==> config.mk <==
export PLATFORM = sky130hd
export DESIGN_NAME = stopwatch_ctrl
export DESIGN_NICKNAME = d
export VERILOG_FILES = /design/src/rtl/stopwatch_ctrl.sv
export SDC_FILE = /design/constraint.sdc
export NUM_CORES = 1
export LEC_CHECK = 0
export CELL_PAD_IN_SITES_DETAIL_PLACEMENT = 1
export CELL_PAD_IN_SITES_GLOBAL_PLACEMENT = 1
export CORE_MARGIN = 4
export CORE_UTILIZATION = 39
export CTS_BUF_LIST = sky130_fd_sc_hd__clkbuf_16
export DETAILED_ROUTE_END_ITERATION = 8
export PLACE_DENSITY = 0.76
export SYNTH_ARGS = -nofsm -noshare
export SYNTH_HDL_FRONTEND = slang
export SYNTH_SLANG_ARGS = --single-unit
export TNS_END_PERCENT = 5
==> constraint.sdc <==
create_clock -name clk -period 2 [get_ports clk]
set_input_delay 0.4 -clock clk [delete_from_list [all_inputs] [get_ports clk]]
set_output_delay 0.4 -clock clk [all_outputs]
set_load 0.005 [all_outputs]
==> src/rtl/stopwatch_ctrl.sv <==
// Stopwatch sequencing controller: buttons -> start/pause and lap/clear FSM,
// drives count tick, sync clear and lap hold to the BCD digit chain.
//
// Ports:
//   clk        system clock, rising edge
//   reset      asynchronous active-low reset
//   btn_start  raw start/pause button level (async to clk)
//   btn_lap    raw lap/clear button level (async to clk)
//   tick       one-cycle count enable to least-significant digit
//   clr        one-cycle synchronous clear to all digits
//   lap        high while digits hold their displayed value
//   state      FSM state: IDLE=00 RUN=01 PAUSE=10 LAP=11
module stopwatch_ctrl #(
    parameter int TICK_DIV = 100_000_000
) (
    input  logic       clk,
    input  logic       reset,
    input  logic       btn_start,
    input  logic       btn_lap,
    output logic       tick,
    output logic       clr,
    output logic       lap,
    output logic [1:0] state
);

    localparam int W = (TICK_DIV > 2) ? $clog2(TICK_DIV) : 1;
    localparam logic [W-1:0] LAST = W'(TICK_DIV - 1);

    typedef enum logic [1:0] {
        S_IDLE  = 2'b00,
        S_RUN   = 2'b01,
        S_PAUSE = 2'b10,
        S_LAP   = 2'b11
    } state_t;

    state_t cur;
    state_t nxt;

    // bit0 = s1, bit1 = s2, bit2 = s3
    logic [2:0] st_sync;
    logic [2:0] lp_sync;
    logic       start_p;
    logic       lap_p;

    logic [W-1:0] cnt;
    logic [W-1:0] cnt_nxt;
    logic         tick_nxt;
    logic         clr_evt;

    always_ff @(posedge clk or negedge reset) begin
        if (!reset) begin
            st_sync <= '0;
            lp_sync <= '0;
        end else begin
            st_sync <= {st_sync[1:0], btn_start};
            lp_sync <= {lp_sync[1:0], btn_lap};
        end
    end

    assign start_p = st_sync[1] & ~st_sync[2];
    assign lap_p   = lp_sync[1] & ~lp_sync[2];

    // State register
    always_ff @(posedge clk or negedge reset) begin
        if (!reset) begin
            cur <= S_IDLE;
        end else begin
            cur <= nxt;
        end
    end

    // Next-state logic; start press wins over a simultaneous lap press
    always_comb begin
        nxt     = cur;
        clr_evt = 1'b0;
        case (cur)
            S_IDLE: begin
                if (start_p) begin
                    nxt = S_RUN;
                end else if (lap_p) begin
                    clr_evt = 1'b1;
                end
            end
            S_RUN: begin
                if (start_p) begin
                    nxt = S_PAUSE;
                end else if (lap_p) begin
                    nxt = S_LAP;
                end
            end
            S_LAP: begin
                if (start_p) begin
                    nxt = S_PAUSE;
                end else if (lap_p) begin
                    nxt = S_RUN;
                end
            end
            S_PAUSE: begin
                if (start_p) begin
                    nxt = S_RUN;
                end else if (lap_p) begin
                    nxt     = S_IDLE;
                    clr_evt = 1'b1;
                end
            end
            default: nxt = S_IDLE;
        endcase
    end

    // Prescaler follows the current state, so a wrap on the edge that
    // leaves RUN still produces its tick.
    always_comb begin
        cnt_nxt  = cnt;
        tick_nxt = 1'b0;
        case (cur)
            S_RUN, S_LAP: begin
                if (cnt == LAST) begin
                    cnt_nxt  = '0;
                    tick_nxt = 1'b1;
                end else begin
                    cnt_nxt = cnt + 1'b1;
                end
            end
            S_PAUSE: cnt_nxt = cnt;
            default: cnt_nxt = '0;
        endcase
        if (clr_evt) begin
            cnt_nxt = '0;
        end
    end

    always_ff @(posedge clk or negedge reset) begin
        if (!reset) begin
            cnt  <= '0;
            tick <= 1'b0;
            clr  <= 1'b0;
        end else begin
            cnt  <= cnt_nxt;
            tick <= tick_nxt;
            clr  <= clr_evt;
        end
    end

    // Outputs decoded from the state register only
    always_comb begin
        state = cur;
        lap   = (cur == S_LAP);
    end

endmodule

==> flow_summary.yaml, run 1 <==
outcome:
  outcome: "completed"
final_layout:
  syn2layout_area_growth_pct: 23.66
  diodes: 0
  fin_area_um2: 2394
  stdcell_count: 288
  fin_util: 0.5034
  fin_nets: 225
  drive_gt1_frac: 0.1946
synthesis:
  synth_warnings: 0
  synthArstFlopShare: 1.000
  synth-seq-cells: 37
  ys_top_cells_by_count: "37 x dfrtp_1, 19 x nor2_1, 14 x nand2_1, 14 x nand3_1, 13 x a21oi_1"
  synthCells: 195
  synth_area_leaders: "dfrtp_1 48%, nor2_1 3.7%, nand3_1 3.6%"
  synth.avg_cell_area_um2: 9.926
  synth_top_flop_cell: "dfrtp_1"
  yosysSeqAreaShare: 0.4783
  yosysMostFrequentCell: "dfrtp_1"
  syn_area_um2: 1936
  synth_top_area_share: 0.4783
  synth_edf_count: 0
  syn_nets: 200
  synth_top_area_cell: "dfrtp_1"
  yosysUniqueCellTypes: 42
clocking:
  clock-sinks: 37
  clockRootBuffer: "clkbuf_16"
  cts_tree: "yes"
  cts_resized: 0
  cts.clk_slew.worst_paths_ns: 0.05
  clockBufferDepth: 2
  cts_inserted_buffers: 5
  h-tree-depth: 2
  post_cts_buffers: 0
  worst_skew_pair.late_latency_ns: 0.28
  ctsHoldBuffers: 0
placed_design:
  postPlaceCellArea_um2: 2198
  placed_cells: 280
  preCtsSetupSlack_ns: 0.06888
  portBuffers: 8
  dp_hpwl_um: 3661
  place_congestion: 0.8245
routing:
  wl_met3_um: 163
  vias: 1664
  drc: 0
  dr.pass1.iters: 5
  wire_per_inst_um: 17.48
  m1WireLength_um: 2239
  drtAntennaViolNets: 0
  met2_length_um: 2553
  viasPerCell: 5.778
  wirelength_um: 5033
  first_iter_violations: 48
  top_layer_used: "met4"
timing:
  finalMaxSlewViolations: 0
  fmax_ghz: 0.5159
  setup_ws_ns: 0.06155
  slew_headroom: 0.5847
  hold_viol_final: 0
  rsz0062_at_grt: "no"
  period_share: 0.9692
  fin_hold_ws_ns: 0.1328
  fin_skew_ns: 0.003029
  setup_tns_ns: 0
  finalCriticalPeriod_ns: 1.938
  tightest_slew_ns: 0.6229
  setup_viol: 0
worst_setup_path:
  startpoint_type: "register"
  reg2regPathDepth: 5
  path_class: "reg2reg"
  cp_max_fo: 6
  required_ns: 2.15
  r2r_end: "cnt[24]"
  worstReg2RegStart: "cnt[9]"
  end_kind: "register"
  arrival_ns: 2.09
  worst-r2r-setup-slack_ns: 0.06
flow_run:
  drv_cap: 0
floorplanning:
  fp-row-count: 25
  die_h_um: 78.45
  core_area_um2: 4755
  dieArea_um2: 6154
  die_w_um: 78.45
  initial_core_util: 0.4071
  ios: 9
global_routing:
  grt_pass1_wl_um: 8687
  first_global_vias: 1724
  grtUsageTotal: 0.1810
  antenna_found_initial: 0
  overflow: 0
  grt_max_degree: 27
pwr:
  finalPower_mw: 2.467
  max-vdd-ir-drop_mv: 0.4253
  p_leak_nw: 0.9901
  power_density_nw_per_um2: 1031
hold_path:
  hold_class: "in2async"
[cell type report]
type                    count  area, um^2
fillers                   550        2361
multi-input cells         145       983.4
flip-flops and latches     37       927.1
repair buffers             28       225.2
clock buffers               5       125.1
well taps                  67       83.83
clock inverters             3       37.54
inverters                   3       11.26
[where the power goes]
group | switching (mW) | internal (mW)
logic | 0.412 | 0.326
registers | 0.0504 | 0.807
clock network | 0.293 | 0.579
[kinds of logic (layout without fill, tap and decap cells)]
| logic type | after synthesis | count (layout) | synth area share |
|---|---|---|---|
| AND/OR/NAND/NOR | 84 | 84 | 0.2676 |
| buffers and inverters | 13 | 39 | 0.02973 |
| multiplexers | 4 | 4 | 0.02133 |
| AO/OA/AOI/OAI | 50 | 50 | 0.1694 |
| flip-flops | 37 | 37 | 0.4783 |
| XOR/XNOR | 6 | 6 | 0.02715 |
| adder cells (fa/ha/maj) | 1 | 1 | 0.006463 |
[routing by layer]
metal / global-route usage / vias up
li1: - / 770
met1: 0.2270 / 860
met2: 0.3048 / 28
met3: 0.03899 / 6
met4: 0.06818 / 0
met5: 0 / -
[state kept, by name (all words and copies together) (netlist names)]
name and flops:
clr 1, cnt 27, lp_sync 3, st_sync 3, state 2, tick 1
[worst max-delay path, cell delays in order (launching register included)]
cell and delay, ns:
dfrtp_1 0.50, nand3_4 0.18, or4_4 0.61, nor4_4 0.22
and4_1 0.25, nor4_2 0.05
[worst max path at each step]
stage	endpoint	startpoint	depth (start not counted)	slack [ns]
after global routing	cnt[24]	cnt[1]	6	0.003
after global placement	cnt[24]	cnt[12]	5	0.15
after floorplan	cnt[17]	cnt[0]	7	0.18
final	cnt[24]	cnt[9]	5	0.06
after detailed placement	cnt[24]	cnt[9]	5	0.07
after CTS	cnt[18]	cnt[1]	7	0.07
[cell usage in the layout (no fill, tap or decap), types with 3 or more instances in the layout]
| cell | instances |
|---|---|
| nand3_1 | 14 |
| nor3_1 | 4 |
| nor2b_1 | 3 |
| clkbuf_16 | 5 |
| xnor2_1 | 5 |
| inv_1 | 4 |
| mux2i_1 | 3 |
| nand4_1 | 6 |
| and4_1 | 4 |
| o21ai_0 | 7 |
| a21o_1 | 4 |
| nor4_4 | 3 |
| a22o_1 | 6 |
| a31oi_1 | 8 |
| dfrtp_1 | 36 |
| a21oi_1 | 13 |
| clkdlybuf4s50_1 | 7 |
| nor2_1 | 18 |
| buf_4 | 20 |
| nand2_1 | 14 |
| o31ai_1 | 3 |
Note: power is estimated with default switching activity, not from simulation.
==> inputs of run 2 (changes only) <==
--- a/config.mk
+++ b/config.mk
@@ -10,6 +10,7 @@
 export CORE_MARGIN = 4
 export CORE_UTILIZATION = 39
 export CTS_BUF_LIST = sky130_fd_sc_hd__clkbuf_16
+export CTS_CLUSTER_DIAMETER = 120
 export DETAILED_ROUTE_END_ITERATION = 8
 export PLACE_DENSITY = 0.76
 export SYNTH_ARGS = -nofsm -noshare
==> results of run 2 <==
No change in the layout: final DEF, timing and power equal those of run 1.
